File: src/rtl/sram_fifo_ctrl_if.sv
// Push/pop handshake bundle for the SRAM-backed FIFO controller.
interface sram_fifo_ctrl_if #(
  parameter int AW = 8,
  parameter int DW = 8
);
  logic          in_valid;
  logic [DW-1:0] in_data;
  logic          in_ready;
  logic          out_valid;
  logic [DW-1:0] out_data;
  logic          out_ready;
  logic [AW:0]   level;

  modport master (
    output in_valid, in_data, out_ready,
    input  in_ready, out_valid, out_data, level
  );

  modport slave (
    input  in_valid, in_data, out_ready,
    output in_ready, out_valid, out_data, level
  );
endinterface

File: src/rtl/sram_fifo_ctrl.sv
// FIFO controller over a single-port synchronous SRAM with a 2-entry output buffer.
// One SRAM access per cycle; reads are reserved against output-buffer space.
module sram_fifo_ctrl #(
  parameter int AW = 8,
  parameter int DW = 8
) (
  input  logic          i_clock,
  input  logic          i_reset,
  sram_fifo_ctrl_if.slave bus,
  output logic [AW-1:0] o_sram_a,
  output logic [DW-1:0] o_sram_i,
  output logic          o_sram_csb,
  output logic          o_sram_web,
  output logic          o_sram_oeb,
  input  logic [DW-1:0] i_sram_o
);
  localparam int LW = AW + 1;

  logic [AW-1:0] r_wr_ptr;
  logic [AW-1:0] r_rd_ptr;
  logic [AW:0]   r_mem_cnt;
  logic          r_inflight;
  logic          r_wr_owed;
  logic [1:0]    r_ob_cnt;
  logic [DW-1:0] r_ob0;
  logic [DW-1:0] r_ob1;

  logic          w_full;
  logic          w_rd_issue;
  logic          w_push;
  logic          w_pop;
  logic [1:0]    w_ob_left;
  logic [DW-1:0] w_ob0_nxt;
  logic [DW-1:0] w_ob1_nxt;

  assign w_full = r_mem_cnt[AW];

  // A read only goes out when the buffer slot it lands in is already reserved.
  assign w_rd_issue = !i_reset && (r_mem_cnt != '0) &&
                      ((r_ob_cnt + {1'b0, r_inflight}) < 2'd2) && !r_wr_owed;

  assign bus.in_ready  = !i_reset && !w_full && !w_rd_issue;
  assign w_push        = bus.in_valid && bus.in_ready;
  assign bus.out_valid = !i_reset && (r_ob_cnt != 2'd0);
  assign bus.out_data  = r_ob0;
  assign w_pop         = bus.out_valid && bus.out_ready;
  assign bus.level     = i_reset ? '0
                       : r_mem_cnt + LW'(r_inflight) + LW'(r_ob_cnt);

  assign o_sram_a   = w_rd_issue ? r_rd_ptr : r_wr_ptr;
  assign o_sram_i   = bus.in_data;
  assign o_sram_csb = !(w_push || w_rd_issue);
  assign o_sram_web = !w_push;
  assign o_sram_oeb = i_reset;

  // Pop shifts first, then returning read data fills the first free slot.
  always_comb begin
    w_ob_left = r_ob_cnt - {1'b0, w_pop};
    w_ob0_nxt = w_pop ? r_ob1 : r_ob0;
    w_ob1_nxt = r_ob1;
    if (r_inflight) begin
      if (w_ob_left == 2'd0) w_ob0_nxt = i_sram_o;
      else                   w_ob1_nxt = i_sram_o;
    end
  end

  always_ff @(posedge i_clock) begin
    r_ob0 <= w_ob0_nxt;
    r_ob1 <= w_ob1_nxt;
  end

  always_ff @(posedge i_clock) begin
    if (i_reset) begin
      r_wr_ptr   <= '0;
      r_rd_ptr   <= '0;
      r_mem_cnt  <= '0;
      r_inflight <= 1'b0;
      r_ob_cnt   <= 2'd0;
      r_wr_owed  <= 1'b0;
    end else begin
      if (w_push)     r_wr_ptr <= r_wr_ptr + 1'b1;
      if (w_rd_issue) r_rd_ptr <= r_rd_ptr + 1'b1;
      r_mem_cnt  <= r_mem_cnt + LW'(w_push) - LW'(w_rd_issue);
      r_inflight <= w_rd_issue;
      r_ob_cnt   <= w_ob_left + {1'b0, r_inflight};
      // A write refused because of a read gets the very next cycle.
      if (w_push)
        r_wr_owed <= 1'b0;
      else if (bus.in_valid && !bus.in_ready && !w_full)
        r_wr_owed <= 1'b1;
    end
  end
endmodule

File: src/flat_wrapper.sv
// flat-port wrapper written by rule: the top's interface ports become plain ports
module sram_fifo_ctrl_flat 
#(
  parameter int AW = 8,
  parameter int DW = 8
)
  (i_clock, i_reset, o_sram_a, o_sram_i, o_sram_csb, o_sram_web, o_sram_oeb, i_sram_o, bus_in_valid, bus_in_data, bus_out_ready, bus_in_ready, bus_out_valid, bus_out_data, bus_level);
  sram_fifo_ctrl_if #(.AW(AW), .DW(DW)) bus_i ();
  input  logic i_clock;
  input  logic i_reset;
  output logic [AW-1:0] o_sram_a;
  output logic [DW-1:0] o_sram_i;
  output logic o_sram_csb;
  output logic o_sram_web;
  output logic o_sram_oeb;
  input  logic [DW-1:0] i_sram_o;
  input wire logic [$bits(bus_i.in_valid)-1:0] bus_in_valid;
  input wire logic [$bits(bus_i.in_data)-1:0] bus_in_data;
  input wire logic [$bits(bus_i.out_ready)-1:0] bus_out_ready;
  output wire logic [$bits(bus_i.in_ready)-1:0] bus_in_ready;
  output wire logic [$bits(bus_i.out_valid)-1:0] bus_out_valid;
  output wire logic [$bits(bus_i.out_data)-1:0] bus_out_data;
  output wire logic [$bits(bus_i.level)-1:0] bus_level;
  assign bus_i.in_valid = bus_in_valid;
  assign bus_i.in_data = bus_in_data;
  assign bus_i.out_ready = bus_out_ready;
  assign bus_in_ready = bus_i.in_ready;
  assign bus_out_valid = bus_i.out_valid;
  assign bus_out_data = bus_i.out_data;
  assign bus_level = bus_i.level;
  sram_fifo_ctrl #(.AW(AW), .DW(DW)) u_core (.i_clock(i_clock), .i_reset(i_reset), .bus(bus_i), .o_sram_a(o_sram_a), .o_sram_i(o_sram_i), .o_sram_csb(o_sram_csb), .o_sram_web(o_sram_web), .o_sram_oeb(o_sram_oeb), .i_sram_o(i_sram_o));
endmodule
File: config.mk
export PLATFORM = sky130hd
export DESIGN_NAME = sram_fifo_ctrl_flat
export DESIGN_NICKNAME = d
export VERILOG_FILES = /design/src/rtl/sram_fifo_ctrl_if.sv /design/src/rtl/sram_fifo_ctrl.sv /design/src/flat_wrapper.sv
export SDC_FILE = /design/constraint.sdc
export NUM_CORES = 1
export LEC_CHECK = 0
export BUFFER_PORTS_ARGS = -buffer_cell sky130_fd_sc_hd__buf_2
export CORE_AREA = 5 5 101 103
export CTS_BUF_LIST = sky130_fd_sc_hd__clkbuf_4 sky130_fd_sc_hd__clkbuf_8
export CTS_CLUSTER_DIAMETER = 50
export DETAILED_ROUTE_END_ITERATION = 10
export DIE_AREA = 0 0 106 108
export PLACE_DENSITY = 0.48
export SYNTH_ARGS = -nofsm -noshare
export SYNTH_HDL_FRONTEND = slang
export SYNTH_SLANG_ARGS = --single-unit
File: constraint.sdc
create_clock -name i_clock -period 4.7 [get_ports i_clock]
set_input_delay 0.94 -clock i_clock [delete_from_list [all_inputs] [get_ports i_clock]]
set_output_delay 0.94 -clock i_clock [all_outputs]
set_load 0.005 [all_outputs]
# Yosys cells after proc, flatten, opt, wreduce, memory -nomap -nowiden
# Index checks and enable logic that the tools add are counted.
totals:
  regBits: 45
  in_bits: 20
  output_inout_bits: 38
  wordCells: 47
classes:
  add_sub_neg: 9
  n_lt_le_gt_ge: 1
  n_mux: 5
  n_bitwise: 1
  n_reduce_logical: 23
ops:
  columns: ["operator", "count"]
  rows:
  - ["8-bit two-way mux", 4]
  - ["9-bit by 1-bit adder with 9-bit output", 2]
  - ["8-bit by 1-bit adder with 8-bit output (second input constant)", 2]
  - ["1-bit logical AND", 10]
  - ["9-bit by 2-bit adder with 9-bit output", 1]
  - ["9-bit two-way mux", 1]
  - ["9-bit nonzero test", 1]
  - ["9-bit by 1-bit subtractor with 9-bit output", 1]
  - ["1-bit zero test", 7]
  - ["2-bit by 1-bit adder with 2-bit output", 2]
  - ["2-bit zero test", 1]
  - ["2-bit less-than comparator (second input constant)", 1]
  - ["2-bit AND reduction", 1]
  - ["2-bit nonzero test", 1]
  - ["2-bit OR reduction", 1]
  - ["2-bit by 1-bit subtractor with 2-bit output", 1]
  - ["1-bit logical OR", 1]
  - ["1-bit NOT", 1]

# Logic depth before layout (Yosys ltp)
depth:
  word_depth: 9
  mapped_depth: 17
  ltp_nobuf: 15

# Least setup slack after synthesis
# No wires, ideal clock.
synth_path:
  path_kind: "in2reg"
  start: "input port i_reset"
  end: "register u_core.r_mem_cnt[8]"
  arrival_time_ns: 3.175
  required_ns: 4.568
  setup_slack_ns: 1.392
  cell_stages: 13
  path_buffers: 2
  path_cell_list: "buf_2 nor3_4 buf_6 ha_1 inv_1 ha_1 inv_1 fa_1 nor2b_1 o311ai_1 a211oi_1 or3_1 a21oi_1"
synth_via:
  elab_chain_len: 9
synth_lines:
  columns: ["element", "line_no", "source"]
  rows:
  - ["start: declaration", "flat_wrapper.sv:10", "input logic i_reset;"]
  - ["1-bit zero test (*)", "sram_fifo_ctrl.sv:39", "assign w_rd_issue = !i_reset && (r_mem_cnt != '0) &&"]
  - ["1-bit logical AND (*) (2 in series)", "sram_fifo_ctrl.sv:39", null]
  - ["1-bit logical AND (*)", "sram_fifo_ctrl.sv:40", "((r_ob_cnt + {1'b0, r_inflight}) < 2'd2) && !r_wr_owed;"]
  - ["via u_core.w_rd_issue", "sram_fifo_ctrl.sv:29", "logic w_rd_issue;"]
  - ["1-bit zero test", "sram_fifo_ctrl.sv:42", "assign bus.in_ready = !i_reset && !w_full && !w_rd_issue;"]
  - ["1-bit logical AND", "sram_fifo_ctrl.sv:42", null]
  - ["1-bit logical AND", "sram_fifo_ctrl.sv:43", "assign w_push = bus.in_valid && bus.in_ready;"]
  - ["9-bit by 1-bit adder with 9-bit output", "sram_fifo_ctrl.sv:83", "r_mem_cnt <= r_mem_cnt + LW'(w_push) - LW'(w_rd_issue);"]
  - ["9-bit by 1-bit subtractor with 9-bit output (*)", "sram_fifo_ctrl.sv:83", null]
  - ["end signal: assignment", "sram_fifo_ctrl.sv:83", null]
  - ["end: declaration", "sram_fifo_ctrl.sv:21", "logic [AW:0] r_mem_cnt;"]
# The timed path passes the listed nets; every way through them passes the cells marked *.
# A chain may end at the register's enable or synchronous reset.

# Worst setup path after layout
layout_path:
  start: "register u_core.r_mem_cnt[5]"
  end: "register u_core.r_mem_cnt[8]"
layout_via:
  elab_chain_len: 9
layout_lines:
  columns: ["element", "line_no"]
  rows:
  - ["9-bit nonzero test", "sram_fifo_ctrl.sv:39"]
  - ["1-bit logical AND (2 in series)", "sram_fifo_ctrl.sv:39"]
  - ["1-bit logical AND", "sram_fifo_ctrl.sv:40"]
  - ["1-bit zero test", "sram_fifo_ctrl.sv:42"]
  - ["1-bit logical AND", "sram_fifo_ctrl.sv:42"]
  - ["1-bit logical AND", "sram_fifo_ctrl.sv:43"]
  - ["9-bit by 1-bit adder with 9-bit output", "sram_fifo_ctrl.sv:83"]
  - ["9-bit by 1-bit subtractor with 9-bit output (*)", "sram_fifo_ctrl.sv:83"]
# Every way passes the cells marked *; elsewhere a longest branch is shown, timed or not.

==> flow_summary.toml <==
[die]
ioPinCount = 58
dieArea_mm2 = 0.0114
start_util = 0.292
row_count = 35
core_area_mm2 = 0.00911
die_x_um = 106
die_height_um = 108

[clock_tree]
insertion_delay_ns = 0.30
cts_root_buf = "clkbuf_8"
clk_path_buf_depth = 2
cts_resized = 0
post-cts-setup-buffer-count = 0
cts_buffers = 5
clk_pin_slew_ns = 0.09
cts_tree = "yes"
clock-sinks = 45
cts_max_level = 2
cts_hold_buf = 0

[logic_synthesis]
synth_warnings = 0
synthCells = 287
synth_edf_count = 8
async_flop_share = 0
netlist.area_leader.share = 0.279
synthFlopType = "dfxtp_1"
synth_nets = 332
syn_area_mm2 = 0.00266
synthDistinctLibCells = 50
synthTopCellsByArea = "dfxtp_1, ha_1, edfxtp_1"
yosys_register_bits = 45
avgSynthCellArea_um2 = 9.26
yosysTopAreaCell = "dfxtp_1"
ys_seq_area_frac = 0.369

[layout]
instances_no_fill = 433
layout-drive-gt1-share = 0.199
fillers = 983
nNetsFinal = 366
diodes = 0
synthToLayoutAreaGrowth_pct = 13.0

[placed_design]
finalWeightedCongestion = 0.853
dp_hpwl_um = 4430
port_buffers = 41
dp.cells = 425

[timing]
finalCriticalPeriod_ns = 3.62
rsz0062_at_grt = "false"
fin_setup_tns_ns = 0
maxSlewHeadroom = 0.511
clock.fmax_mhz = 276
drv_slew = 0
worstMarginPinSlew_ns = 0.730
hold_violations = 0
clock_skew_ns = 0.00684
fin_crit_sh = 0.770
setup_viol = 0

[routing]
wl_um = 5850
dr.pass1.iters = 4
vias = 2029
met3WireLength_um = 339
wl_per_cell_um = 13.5
viasPerCell = 4.69
wl_met2_um = 2630
routed.top_layer = "met4"
wl_met1_um = 2800
post-route-drc-count = 0
drt-initial-drc-count = 84
ant_nets = 0

[worst_setup_path]
arrival_ns = 3.85
critPathMaxFanout = 18
critPathKind = "flip-flop to flip-flop"
required_ns = 4.93
cp_num_buf_inv = 4
timing.rr.start = "u_core.r_mem_cnt[5]$_SDFF_PP0_"
crit_start = "u_core.r_mem_cnt[5]$_SDFF_PP0_"
cp-start-kind = "flip-flop"
critical-path-slowest-cell = "nor3_2"
crit_chain = "inv_1 > ha_1 > nand4b_1 > nor3_2 > nor3_4 > buf_4 > ha_1 > inv_1 > ha_1 > inv_1 > fa_1 > nor2b_1 > o311ai_1 > a211oi_1 > o21ai_0 > a21oi_1"
critical_path.top_delay_family = "simple AND/OR/NAND/NOR gates"
cpPeakStageDelay_ns = 0.58
endpoint_kind = "flip-flop"

[grt]
grt_pass1_vias = 2019
grt_pass1_wl_um = 9860
grt_use_total = 0.107
overflow = 0
antenna_found_initial = 0
grt_max_degree = 20

[flow_run]
maxCapViolations = 0

[worst_hold_path]
hold_path_class = "flip-flop to flip-flop"
holdCritStartpoint = "u_core.r_wr_ptr[7]$_SDFFE_PP0N_"

[pwr]
powerDensity_mw_per_mm2 = 601
ir_drop_mv = 0.243
power_leakage_uw = 0.00135

[outcome]
status = "completed"
==> metal layers <==
layer	GRT usage	vias to the layer above
li1	-	1038
met1	0.141	938
met2	0.173	48
met3	0.0269	5
met4	0.0342	0
met5	0	-
==> cell families after synthesis <==
logic type | count (synthesis) | synth area share
muxes | 19 | 0.0753
DFF | 45 | 0.369
xor gates and xnor gates | 20 | 0.0659
buffers and inverters | 42 | 0.0786
AOI/OAI and AO/OA | 46 | 0.109
and+or+nand+nor | 90 | 0.176
adders and majority gates | 25 | 0.126
==> layout make-up <==
| type | count | area (um^2) | share of cell area |
|---|---|---|---|
| Sequential cell | 45 | 981 | 0.326 |
| Clock inverter | 2 | 11.3 | 0.00375 |
| Timing Repair Buffer | 46 | 243 | 0.0808 |
| Inverter | 23 | 86.3 | 0.0287 |
| Tap cell | 111 | 139 | 0.0462 |
| Multi-Input combinational cell | 200 | 1470 | 0.489 |
| Clock buffer | 6 | 76.3 | 0.0254 |
==> metrics by stage <==
| stage | power [uW] | cell area, um^2 | hold slack [ns] | util | worst slack, ns |
|---|---|---|---|---|---|
| 3_3_place_gp | 1590 | 2920 | 0.474 | 0.320 | 1.22 |
| 3_5_place_dp | 1590 | 2920 | 0.482 | 0.320 | 1.06 |
| 6_report | 1800 | 3010 | 0.494 | 0.330 | 1.08 |
| 2_1_floorplan | 1330 | 2660 | 0.454 | - | 1.39 |
| 4_1_cts | 1840 | 3010 | 0.501 | 0.330 | 1.04 |
| 5_1_grt | 2000 | 3010 | 0.520 | 0.330 | 0.757 |
==> cells in the mapped netlist, drive strengths merged, types with 7 or more instances <==
master	n
nor3	10
a21oi	20
xnor2	12
edfxtp	8
dfxtp	37
mux2i	11
nor2	38
nor2b	7
nand2	8
mux2	8
inv	23
ha	22
buf	14
xor2	8
==> cell usage in the layout, fill, tap and decap left out, types with 2 or more instances in the layout <==
cell / instances
nand3_1: 5
buf_2: 41
edfxtp_1: 8
mux2_2: 6
mux2_1: 2
xnor2_1: 12
o21ai_1: 2
o21ai_0: 4
a21oi_1: 20
nor4_1: 2
nor3_1: 8
dfxtp_1: 37
nor2_1: 38
fa_1: 3
inv_1: 23
o21a_1: 3
ha_1: 22
nor2b_1: 7
mux2i_1: 11
o211ai_1: 4
nand2_1: 8
and2_1: 2
buf_4: 5
o21bai_1: 2
xor2_1: 8
clkbuf_8: 5
nand2b_1: 2
a21o_1: 2
or3_1: 3
nand4_1: 2
and3_1: 5
==> worst paths after layout <==
check / to / slack (ns) / depth (start not counted)
worst max-delay path: u_core.r_mem_cnt[8]$_SDFF_PP0_ / 1.08 / 16
worst min-delay path: u_core.r_wr_ptr[7]$_SDFFE_PP0N_ / 0.49 / 2
worst max register to register: u_core.r_mem_cnt[8]$_SDFF_PP0_ / 1.08 / 16
worst min register to register: u_core.r_wr_ptr[7]$_SDFFE_PP0N_ / 0.49 / 2
==> registers in the layout, indices dropped and copies added (netlist names) <==
register,cells
u_core.r_mem_cnt,9
u_core.bus.out_data,8
u_core.r_ob1,8
u_core.r_rd_ptr,8
u_core.r_wr_ptr,8
u_core.r_ob_cnt,2
u_core.r_inflight,1
u_core.r_wr_owed,1
==> tightest hold or removal path, delay by kind of cell (launching register included) <==
| kind | cells | cell delay [ns] |
|---|---|---|
| AO/OA/AOI/OAI | 2 | 0.13 |
| flip-flops | 1 | 0.32 |
==> power breakdown <==
part           leakage [uW]  internal, uW  total (uW)  switching (uW)
registers          0.000378           519         618            99.1
logic              0.000926           420         947             527
clock network     0.0000423           109         240             131
total               0.00135          1050        1800             756
Note: power is estimated with default switching activity, not from simulation.
